<file path="src/rtl/fp_result_stage_pkg.sv">
// Shared IEEE-754 class/exception bit layout and skid-buffer state encoding
// for the adder result stage.
package fp_result_stage_pkg;

  // Result class one-hot bit positions
  localparam int NTYPES    = 6;
  localparam int SNAN      = 0;
  localparam int QNAN      = 1;
  localparam int INF       = 2;
  localparam int ZERO      = 3;
  localparam int NORMAL    = 4;
  localparam int SUBNORMAL = 5;

  // Exception bit positions
  localparam int NEXCEPTIONS = 5;
  localparam int INVALID     = 0;
  localparam int DIVBYZERO   = 1;
  localparam int OVERFLOW    = 2;
  localparam int UNDERFLOW   = 3;
  localparam int INEXACT     = 4;

  localparam logic [15:0] BEAT_CNT_MAX = 16'hFFFF;

  typedef enum logic [1:0] {
    EMPTY = 2'd0,
    ONE   = 2'd1,
    FULL  = 2'd2
  } skid_state_e;

  function automatic logic [15:0] sat_inc16(input logic [15:0] value);
    return (value == BEAT_CNT_MAX) ? value : value + 16'd1;
  endfunction

endpackage

</file>
<file path="src/rtl/fp_skid_buf.sv">
// Two-entry skid buffer: registered output slot plus one skid slot, with a
// registered ready so upstream never sees a combinational path from out_ready.
module fp_skid_buf
  import fp_result_stage_pkg::*;
#(
  parameter int W = 32
) (
  input  logic         clk,
  input  logic         rst,
  input  logic         in_valid,
  output logic         in_ready,
  input  logic [W-1:0] in_data,
  output logic         out_valid,
  input  logic         out_ready,
  output logic [W-1:0] out_data
);

  skid_state_e state_q, state_d;
  logic         ready_q;
  logic [W-1:0] out_q;
  logic [W-1:0] skid_q;
  logic         accept;
  logic         emit;
  logic         load_out_in;
  logic         load_out_skid;
  logic         load_skid;

  assign accept    = in_valid & ready_q;
  assign emit      = (state_q != EMPTY) & out_ready;
  assign in_ready  = ready_q;
  assign out_valid = (state_q != EMPTY);
  assign out_data  = out_q;

  always_comb begin
    // NOTE: every output of this block gets a default first, so no path can infer a latch.
    state_d       = state_q;
    load_out_in   = 1'b0;
    load_out_skid = 1'b0;
    load_skid     = 1'b0;
    unique case (state_q)
      EMPTY: begin
        if (accept) begin
          state_d     = ONE;
          load_out_in = 1'b1;
        end
      end
      ONE: begin
        if (accept && emit) begin
          load_out_in = 1'b1;
        end else if (accept) begin
          state_d   = FULL;
          load_skid = 1'b1;
        end else if (emit) begin
          state_d = EMPTY;
        end
      end
      FULL: begin
        // ready_q is low here, so only the drain path exists
        if (emit) begin
          state_d       = ONE;
          load_out_skid = 1'b1;
        end
      end
      default: state_d = EMPTY;
    endcase
  end

  always_ff @(posedge clk) begin
    if (rst) begin
      state_q <= EMPTY;
      ready_q <= 1'b1;
      out_q   <= '0;
    end else begin
      state_q <= state_d;
      ready_q <= (state_d != FULL);
      if (load_out_in) begin
        out_q <= in_data;
      end else if (load_out_skid) begin
        out_q <= skid_q;
      end
    end
  end

  // NOTE: the skid slot is not reset; it is only ever read after being written.
  always_ff @(posedge clk) begin
    if (load_skid) begin
      skid_q <= in_data;
    end
  end

endmodule

</file>
<file path="src/rtl/fp_result_stage.sv">
// Registered result stage behind the FP adder: skid-buffered payload, sticky
// exception status and a saturating beat counter. Optional trap: FP_RESULT_TRAP_EN.
module fp_result_stage
  import fp_result_stage_pkg::*;
#(
  parameter int NEXP = 5,
  parameter int NSIG = 10
) (
  input  logic                   clk,
  input  logic                   rst,
  input  logic                   in_valid,
  output logic                   in_ready,
  input  logic [NEXP+NSIG:0]     in_s,
  input  logic [NTYPES-1:0]      in_flags,
  input  logic [NEXCEPTIONS-1:0] in_exc,
  output logic                   out_valid,
  input  logic                   out_ready,
  output logic [NEXP+NSIG:0]     out_s,
  output logic [NTYPES-1:0]      out_flags,
  output logic [NEXCEPTIONS-1:0] out_exc,
  input  logic                   clear_sticky,
  output logic [NEXCEPTIONS-1:0] sticky_exc,
  output logic [15:0]            beat_cnt
`ifdef FP_RESULT_TRAP_EN
  ,
  input  logic [NEXCEPTIONS-1:0] trap_mask,
  output logic                   trap
`endif
);

  localparam int NS = NEXP + NSIG + 1;
  localparam int PW = NS + NTYPES + NEXCEPTIONS;

  logic                   buf_ready;
  logic                   buf_in_valid;
  logic                   accept;
  logic [PW-1:0]          buf_out;
  logic [NEXCEPTIONS-1:0] sticky_q;
  logic [15:0]            cnt_q;

`ifdef FP_RESULT_TRAP_EN
  logic trap_q;

  // Both terms are flops, so in_ready still has no combinational input path
  assign in_ready     = buf_ready & ~trap_q;
  assign buf_in_valid = in_valid & ~trap_q;
  assign trap         = trap_q;

  always_ff @(posedge clk) begin
    if (rst) begin
      trap_q <= 1'b0;
    end else if (accept && ((in_exc & trap_mask) != '0)) begin
      trap_q <= 1'b1;
    end else if (clear_sticky) begin
      trap_q <= 1'b0;
    end
  end
`else
  assign in_ready     = buf_ready;
  assign buf_in_valid = in_valid;
`endif

  assign accept = in_valid & in_ready;

  fp_skid_buf #(
    .W(PW)
  ) u_skid (
    .clk      (clk),
    .rst      (rst),
    .in_valid (buf_in_valid),
    .in_ready (buf_ready),
    .in_data  ({in_s, in_flags, in_exc}),
    .out_valid(out_valid),
    .out_ready(out_ready),
    .out_data (buf_out)
  );

  assign {out_s, out_flags, out_exc} = buf_out;

  // A beat accepted alongside clear_sticky is the first beat of the new window
  always_ff @(posedge clk) begin
    if (rst) begin
      sticky_q <= '0;
      cnt_q    <= '0;
    end else if (clear_sticky) begin
      sticky_q <= accept ? in_exc : '0;
      cnt_q    <= accept ? 16'd1 : 16'd0;
    end else if (accept) begin
      sticky_q <= sticky_q | in_exc;
      cnt_q    <= sat_inc16(cnt_q);
    end
  end

  assign sticky_exc = sticky_q;
  assign beat_cnt   = cnt_q;

endmodule

</file>
<file path="config.mk">
export PLATFORM = sky130hd
export DESIGN_NAME = fp_result_stage
export DESIGN_NICKNAME = d
export VERILOG_FILES = /design/src/rtl/fp_result_stage_pkg.sv /design/src/rtl/fp_skid_buf.sv /design/src/rtl/fp_result_stage.sv
export SDC_FILE = /design/constraint.sdc
export NUM_CORES = 1
export LEC_CHECK = 0
export ABC_AREA = 1
export CELL_PAD_IN_SITES_DETAIL_PLACEMENT = 1
export CELL_PAD_IN_SITES_GLOBAL_PLACEMENT = 2
export CORE_MARGIN = 2
export CORE_UTILIZATION = 26
export DETAILED_ROUTE_END_ITERATION = 10
export GPL_TIMING_DRIVEN = 1
export PLACE_DENSITY = 0.78
export RECOVER_POWER = 25
export SYNTH_ARGS = -nofsm -noshare
export SYNTH_HDL_FRONTEND = slang
export SYNTH_HIERARCHICAL = 1
export SYNTH_SLANG_ARGS = --single-unit
</file>
<file path="constraint.sdc">
create_clock -name clk -period 2.1 [get_ports clk]
set_input_delay 0.42 -clock clk [delete_from_list [all_inputs] [get_ports clk]]
set_output_delay 0.42 -clock clk [all_outputs]
set_load 0.02 [all_outputs]
</file>
# Word-level counts from Yosys, hierarchy flattened
# Cells that the tools add are included.
[word_totals]
register_bits = 78
output_inout_bits = 50
[classes]
n_addsub = 1
eq_ne = 5
n_mux = 22
bitwise_logic = 3
n_reduce_logical = 6
[op_table]
columns = ["cell", "count"]
rows = [
  ["$mux 27", 2],
  ["$mux 16", 3],
  ["$add 16x1->16 const B", 1],
  ["$eq 16x16->1 const B", 1],
  ["$mux 5", 3],
  ["$mux 2", 5],
  ["$mux 1", 7],
  ["$pmux 2 s3", 1],
  ["$reduce_bool 2->1", 3],
  ["$or 5x5->5", 1],
  ["$ne 2x2->1 const B", 2],
  ["$and 1x1->1", 2],
  ["$eq 2x1->1 const B", 1],
  ["$eq 2x2->1 const B", 1],
  ["$logic_not 2->1", 1],
  ["$pmux 1 s2", 1],
  ["$reduce_and 2->1", 1],
  ["$logic_and 1x1->1", 1],
]

# Depth between registers and ports, before layout
# Gate-level depths: netlist of the first run.
[depth]
depth_word = 7
depth_mapped = 11

# Hierarchy
# The synthesis of the first run kept the hierarchy.
[by_module_without_submodules]
columns = ["mod", "n_inst", "cells_per_inst", "area_each_um2", "seq_area_each_um2"]
rows = [
  ["fp_skid_buf", 1, 256, 2296.0, 1411.4],
  ["fp_result_stage", 1, 207, 1358.8, 420.4],
]

# Worst setup path before layout of the first run
# Ideal clock, no wire load.
[synth_path]
path_type = "reg-to-reg"
from = "register u_skid.ready_q, in the netlist u_skid/in_ready"
to = "register u_skid.skid_q[0], enable pin"
arrival_time_ns = 1.670
slack_ns = 0.049
path_stages_with_launch = 7
n_path_buf = 2
period_less_slack_ns = 2.051
path_cell_list = "dfxtp_1 > nand2_1 > nor2_1 > buf_2 > buf_4 > nand3_1 > inv_1"
[synth_via]
elab_chain_cells = 4
word_cells_on_any_way = 5
[synth_rtl]
columns = ["element", "line_no", "source"]
rows = [
  ["start: declaration", "fp_skid_buf.sv:19", "logic ready_q;"],
  ["start signal: assignment", "fp_skid_buf.sv:75", "ready_q <= (state_d != FULL);"],
  ["$and 1x1->1 *", "fp_skid_buf.sv:28", "assign accept = in_valid & ready_q;"],
  ["$mux 1 / $logic_and 1x1->1 (equally long branches)", "fp_skid_buf.sv:50, fp_skid_buf.sv:48", ""],
  ["$mux 1 *", "fp_skid_buf.sv:48", "if (accept && emit) begin"],
  ["$mux 1 *", "fp_skid_buf.sv:40", "unique case (state_q)"],
  ["net u_skid.load_skid", "fp_skid_buf.sv:26", "logic load_skid;"],
  ["end signal: assignment", "fp_skid_buf.sv:87", "skid_q <= in_data;"],
  ["end: declaration", "fp_skid_buf.sv:21", "logic [W-1:0] skid_q;"],
]
# Mark *: on every way through the listed nets, which the timed path passes. The rest lies on a longest branch.
# A chain may end at the register's enable or synchronous reset.

# Worst setup path after layout of the first run
[layout_path]
from = "register cnt_q[6], in the netlist beat_cnt[6]"
to = "output beat_cnt[6]"
[layout_rtl]
columns = ["element", "line_no", "source"]
rows = [
  ["start: declaration", "fp_result_stage.sv:39", "logic [15:0] cnt_q;"],
  ["start signal: assignment", "fp_result_stage.sv:87", "cnt_q <= accept ? 16'd1 : 16'd0;"],
  ["start signal: assignment", "fp_result_stage.sv:90", "cnt_q <= sat_inc16(cnt_q);"],
  ["end: declaration", "fp_result_stage.sv:23", "output logic [15:0] beat_cnt"],
]
# No word-level cell between the ends.

==> flow_summary.toml, run 1 <==
[timing]
period_share = 0.906
setup-tns-final_ns = 0
finalSetupViolations = 0
tightest_slew_ns = 0.541
rsz0062_at_grt = "false"
maxSlewViolCount = 0
timing.fmax_mhz = 526
slew_headroom = 0.638
hold_viol_final = 0
fin_ws_ns = 0.198
worst_clock_skew_ns = 0.00550
period_needed_ns = 1.90

[cts]
cts_setup_buffers = 0
cts_root_buf = "clkbuf_16"
clock-sinks = 78
clk_latency_ns = 0.34
clk_pin_slew_ns = 0.06
cts.path.max_buffers = 2
htree_levels = 3
cts_buffers = 9
cts_tree = "yes"

[synthesis]
synthTopCellsByArea = "dfxtp_1 28%, edfxtp_1 22%, nand2_1 14%, nand3_1 11%, inv_1 6.4%"
synth_edf_count = 27
syn-cell-area_mm2 = 0.00365
synth_cell_types = 30
ys_ff_latch = 78
synthTopCellsByCount = "141 x nand2_1, 83 x nand3_1, 62 x inv_1, 51 x dfxtp_1, 27 x edfxtp_1"
synth_most_common_cell = "nand2_1"
avgSynthCellArea_um2 = 7.89
netlist_instances = 463
ys_warn_count = 6
synth_largest_area_cell = "dfxtp_1"
synth_ff_type = "dfxtp_1"
syn_nets = 496
synth_top_cell_area_share = 0.279
yosysSeqAreaShare = 0.501
async_flop_share = 0

[drt]
drtIter0Drc = 182
via_per_inst = 4.63
vias = 3422
drc = 0
finalWirelength_um = 11300
dr.pass1.iters = 4
ant_nets = 0
wire_per_inst_um = 15.3

[worst_setup_path]
reg2reg_to = "beat_cnt[3]"
end_kind = "primary output"
critPathLaunchType = "register"
cp.required_ns = 1.68
r2r-start = "beat_cnt[1]"
r2r_cells = 9
worstPathArrival_ns = 1.48
path_delay_family = "buffers and inverters"
cp_max_fo = 4
crit_slowest_cell = "clkdlybuf4s50_1"
path_cells = "clkdlybuf4s50_1"
endpoint = "beat_cnt[6]"
crit_buf_inv = 1
crit_cells = 1
reg2reg_slack_ns = 0.42
cpPeakStageDelay_ns = 0.67
critical_path_class = "register to primary output"
critPathLaunch = "beat_cnt[6]"

[global_routing]
track_usage = 0.159
grt-ovfl-total = 0
grt_pass1_wl_um = 18300
grt_start_max_net_pins = 29
grt_pass1_vias = 3542
antenna_found_initial = 0

[final_layout]
layout-drive-gt1-share = 0.107
diodes = 0
post-route-util = 0.361
nFillCells = 1664
stdcell_count = 739
areaGrowthSynthToFinish_pct = 36.5
nNetsFinal = 587

[place]
numPortBuffers = 81
dp_cells = 723
gp_congestion = 0.826
dp_slack_ns = 0.0771
dpl.hpwl_um = 8070

[floorplan]
die_w_um = 123
ios = 82
initial_core_util = 0.264
coreArea_mm2 = 0.0138
die-area_mm2 = 0.0150
rows = 43
fp.dieH_um = 123

[run_status]
outcome = "finished, final reports clean"

[pwr]
leakage_nw = 2.20
p_total_mw = 3.69
powerDensity_mw_per_mm2 = 740
max-vdd-ir-drop_v = 0.000467

[hold_path]
hold_class = "register to register"

[flow_run]
maxCapViolCount = 0
## report_power, final
| part | switching (mW) | internal [mW] | leakage, nW | total, mW |
|---|---|---|---|---|
| clock | 0.650 | 0.806 | 0.129 | 1.46 |
| sequential | 0.0453 | 1.64 | 0.664 | 1.69 |
| combinational | 0.319 | 0.229 | 1.40 | 0.548 |
## area by class of cell
cell class | count | area (um^2) | share of cell area
clock buffers | 10 | 229 | 0.0459
clock inverters | 6 | 46.3 | 0.00928
inverters | 69 | 259 | 0.0519
multi-input cells | 300 | 1450 | 0.291
flip-flops and latches | 78 | 1830 | 0.367
well taps | 180 | 225 | 0.0451
repair buffers | 96 | 945 | 0.189
## worst min-delay path by stage
stage                             start            endpoint  slack, ns  depth (start not counted)
after floorplan                     rst  u_skid/out_data[4]       0.49                          1
after global placement    sticky_exc[1]       sticky_exc[1]       0.45                          1
after detailed placement  sticky_exc[1]       sticky_exc[1]       0.46                          1
after CTS                 sticky_exc[1]       sticky_exc[1]       0.47                          1
after global routing      sticky_exc[1]       sticky_exc[1]       0.49                          1
final                     sticky_exc[1]       sticky_exc[1]       0.47                          1
## per-layer routing
layer / global-route usage / share of wire / vias up
li1: - / - / 1670
met2: 0.276 / 0.50 / 70
met1: 0.194 / 0.45 / 1673
met5: 0 / 0 / -
met4: 0.0388 / 0.0088 / 0
met3: 0.0465 / 0.046 / 9
## through the flow
step | area [um^2] | hold WS [ns]
after floorplan | 3650 | 0.489
after global placement | 4730 | 0.454
after detailed placement | 4730 | 0.456
after CTS | 5000 | 0.474
after global routing | 4990 | 0.491
final | 4990 | 0.470
## layout by cell type, fill, tap and decap left out, types with 2 or more instances in the layout
master and count:
dlygate4sd3_1 29, clkbuf_16 9, nand2_2 10, buf_12 2
inv_2 7, inv_1 62, nand2_1 141, clkinvlp_4 2
o21ai_0 3, nor2_2 3, buf_4 11, edfxtp_1 27
a21oi_1 10, o21ai_1 3, clkbuf_1 2, a32o_1 5
nand2_4 3, nor2_1 21, nand4_1 5, nor2_4 4
dfxtp_1 51, clkinv_4 2, clkdlybuf4s50_1 51, nand3_1 83
## kinds of logic (layout without fill, tap and decap cells)
family	Yosys count	after routing	share of synthesized area
AND/OR/NAND/NOR	275	275	0.354
buffers and inverters	85	181	0.0989
flip-flops	78	78	0.501
AO/OA/AOI/OAI	24	24	0.0421
adder cells (fa/ha/maj)	1	1	0.00342
## state kept, by name, indices dropped and copies added (netlist names)
register	count
u_skid/out_data	27
u_skid/skid_q	27
u_skid/in_ready	1
u_skid/state_q	2
sticky_exc	5
beat_cnt	16
## timing repair
item                       CTS  global route
resized for setup            0             1
setup endpoints to repair    0             1
hold buffers                 0             0
No activity file was read; power rests on OpenSTA's default activity.
==> run 2, diff against run 1 <==
--- a/config.mk
+++ b/config.mk
@@ -6,6 +6,7 @@
 export NUM_CORES = 1
 export LEC_CHECK = 0
 export ABC_AREA = 1
+export CAP_MARGIN = 20
 export CELL_PAD_IN_SITES_DETAIL_PLACEMENT = 1
 export CELL_PAD_IN_SITES_GLOBAL_PLACEMENT = 2
 export CORE_MARGIN = 2
@@ -18,3 +19,4 @@
 export SYNTH_HDL_FRONTEND = slang
 export SYNTH_HIERARCHICAL = 1
 export SYNTH_SLANG_ARGS = --single-unit
+export TNS_END_PERCENT = 30
==> results of run 2 <==
The final DEF is identical to that of run 1; final timing and power are the same.
==> run 3, diff against run 2 <==
--- a/config.mk
+++ b/config.mk
@@ -6,14 +6,14 @@
 export NUM_CORES = 1
 export LEC_CHECK = 0
 export ABC_AREA = 1
-export CAP_MARGIN = 20
 export CELL_PAD_IN_SITES_DETAIL_PLACEMENT = 1
 export CELL_PAD_IN_SITES_GLOBAL_PLACEMENT = 2
 export CORE_MARGIN = 2
-export CORE_UTILIZATION = 26
+export CORE_UTILIZATION = 30
 export DETAILED_ROUTE_END_ITERATION = 10
+export DONT_BUFFER_PORTS = 1
 export GPL_TIMING_DRIVEN = 1
-export PLACE_DENSITY = 0.78
+export PLACE_DENSITY = 0.72
 export RECOVER_POWER = 25
 export SYNTH_ARGS = -nofsm -noshare
 export SYNTH_HDL_FRONTEND = slang
==> flow_summary.toml, run 3 (synthesized netlist as in run 1, its figures left out) <==
[timing]
setup-tns-final_ns = 0
slew_headroom = 0.598
fin_ws_ns = 0.242
rsz0062_at_grt = "false"
worst_clock_skew_ns = 0.00593
whs_ns = 0.140
hold_viol_final = 0
timing.fmax_mhz = 538
period_share = 0.885
period_needed_ns = 1.86
tightest_slew_ns = 0.600
maxSlewViolCount = 0
finalSetupViolations = 0

[place]
dpl.hpwl_um = 7490
numPortBuffers = 0
gp_congestion = 0.775
dp_slack_ns = 0.289

[cts]
clk_pin_slew_ns = 0.06
cts_setup_buffers = 0
clock-sinks = 78
cts_root_buf = "clkbuf_16"
cts.path.max_buffers = 2
cts_buffers = 9
postCtsHoldBufs = 0
cts_tree = "yes"
htree_levels = 3
cts_resized = 0
clk_latency_ns = 0.34

[floorplan]
die_w_um = 114
initial_core_util = 0.306
rows = 40
fp.dieH_um = 114
coreArea_mm2 = 0.0120
die-area_mm2 = 0.0131
ios = 82

[global_routing]
antenna_found_initial = 0
grt_pass1_vias = 3190
grt_start_max_net_pins = 29
grt_pass1_wl_um = 16900
track_usage = 0.170
grt-ovfl-total = 0

[drt]
wire_per_inst_um = 16.9
via_per_inst = 4.97
ant_nets = 0
vias = 3115
drtIter0Drc = 157
finalWirelength_um = 10600
dr.pass1.iters = 4
drc = 0

[final_layout]
regArea_mm2 = 0.00183
layout_commonest_cell = "nand2_1"
areaGrowthSynthToFinish_pct = 14.5
diodes = 0
multiInputGateArea_mm2 = 0.00146
nNetsFinal = 508
layout_common_cells = "141 x nand2_1, 83 x nand3_1, 62 x inv_1"
nFillCells = 1467
layout-drive-gt1-share = 0.131

[worst_setup_path]
cpPeakStageDelay_ns = 0.49
critPathLaunchType = "register"
cp.required_ns = 2.33
crit_slowest_cell = "dfxtp_1"
cp_max_fo = 12
path_cells = "ha_1, nand3_1, nor2_4, nand3_2, nand2_1, nand2_1, nand2_1, nor2_1"
end_kind = "register"
crit_top_cell = "nand2_1"
worstPathArrival_ns = 2.09
critical_path_class = "register to register"
crit_buf_inv = 0
r2r-start = "beat_cnt[0]"
path_delay_family = "simple AND/OR/NAND/NOR gates"
critPathLaunch = "beat_cnt[0]"

[pwr]
p_total_mw = 3.65
max-vdd-ir-drop_v = 0.000431
powerDensity_mw_per_mm2 = 872
leakage_nw = 1.91

[run_status]
outcome = "finished, final reports clean"

[flow_run]
maxCapViolCount = 0

[hold_path]
hold_class = "primary input to register"
min_from = "rst"
==> run 3: cell count changes in the layout (fill, tap and decap cells not counted), moves of 2 or more <==
cell / delta
clkinv_4: -2
dlygate4sd3_1: -29
clkdlybuf4s50_1: -51
clkinvlp_4: -2
buf_4: +4
nor2_1: -2
==> run 3: metal layers <==
layer	vias up	wire, um	track usage
met5	-	0	0
met4	0	191	0.0626
met3	14	657	0.0598
met2	67	5020	0.272
met1	1525	4720	0.211
li1	1509	-	-
==> run 3: stage by stage <==
step | std cells | cell area [um^2] | util
after floorplan | 463 | 3650 | -
after global placement | 611 | 3890 | 0.325
after detailed placement | 611 | 3890 | 0.325
after CTS | 627 | 4190 | 0.350
after global routing | 627 | 4190 | 0.350
final | 627 | 4190 | 0.350
==> run 3: power breakdown <==
group	leakage [nW]	internal (mW)	switching [mW]	total, mW
registers	0.664	1.64	0.105	1.75
logic	1.11	0.0998	0.216	0.316
clock network	0.144	0.957	0.628	1.59
total	1.91	2.70	0.949	3.65
==> run 3: worst register-to-register path, stage by stage (launching register included) <==
cell and delay (ns):
dfxtp_1 0.49, ha_1 0.26, nand3_1 0.16, nor2_4 0.20, nand3_2 0.27, nand2_1 0.20
nand2_1 0.06, nand2_1 0.06, nor2_1 0.05
==> run 3: path summary, 6_finish.rpt <==
kind	to	slack [ns]	depth (start not counted)
min reg2reg	u_skid/out_data[8]	0.55	4
min	u_skid/out_data[5]	0.14	1
max reg2reg	beat_cnt[13]	0.24	8
max	beat_cnt[13]	0.24	8
==> run 3: layout make-up <==
| class | count | area share |
|---|---|---|
| tap | 147 | 0.0439 |
| timing repair buffer | 17 | 0.0365 |
| clock buffer | 13 | 0.0598 |
| clock inverter | 3 | 0.0105 |
| inverter | 69 | 0.0619 |
| multi-input combinational | 300 | 0.350 |
| sequential | 78 | 0.438 |
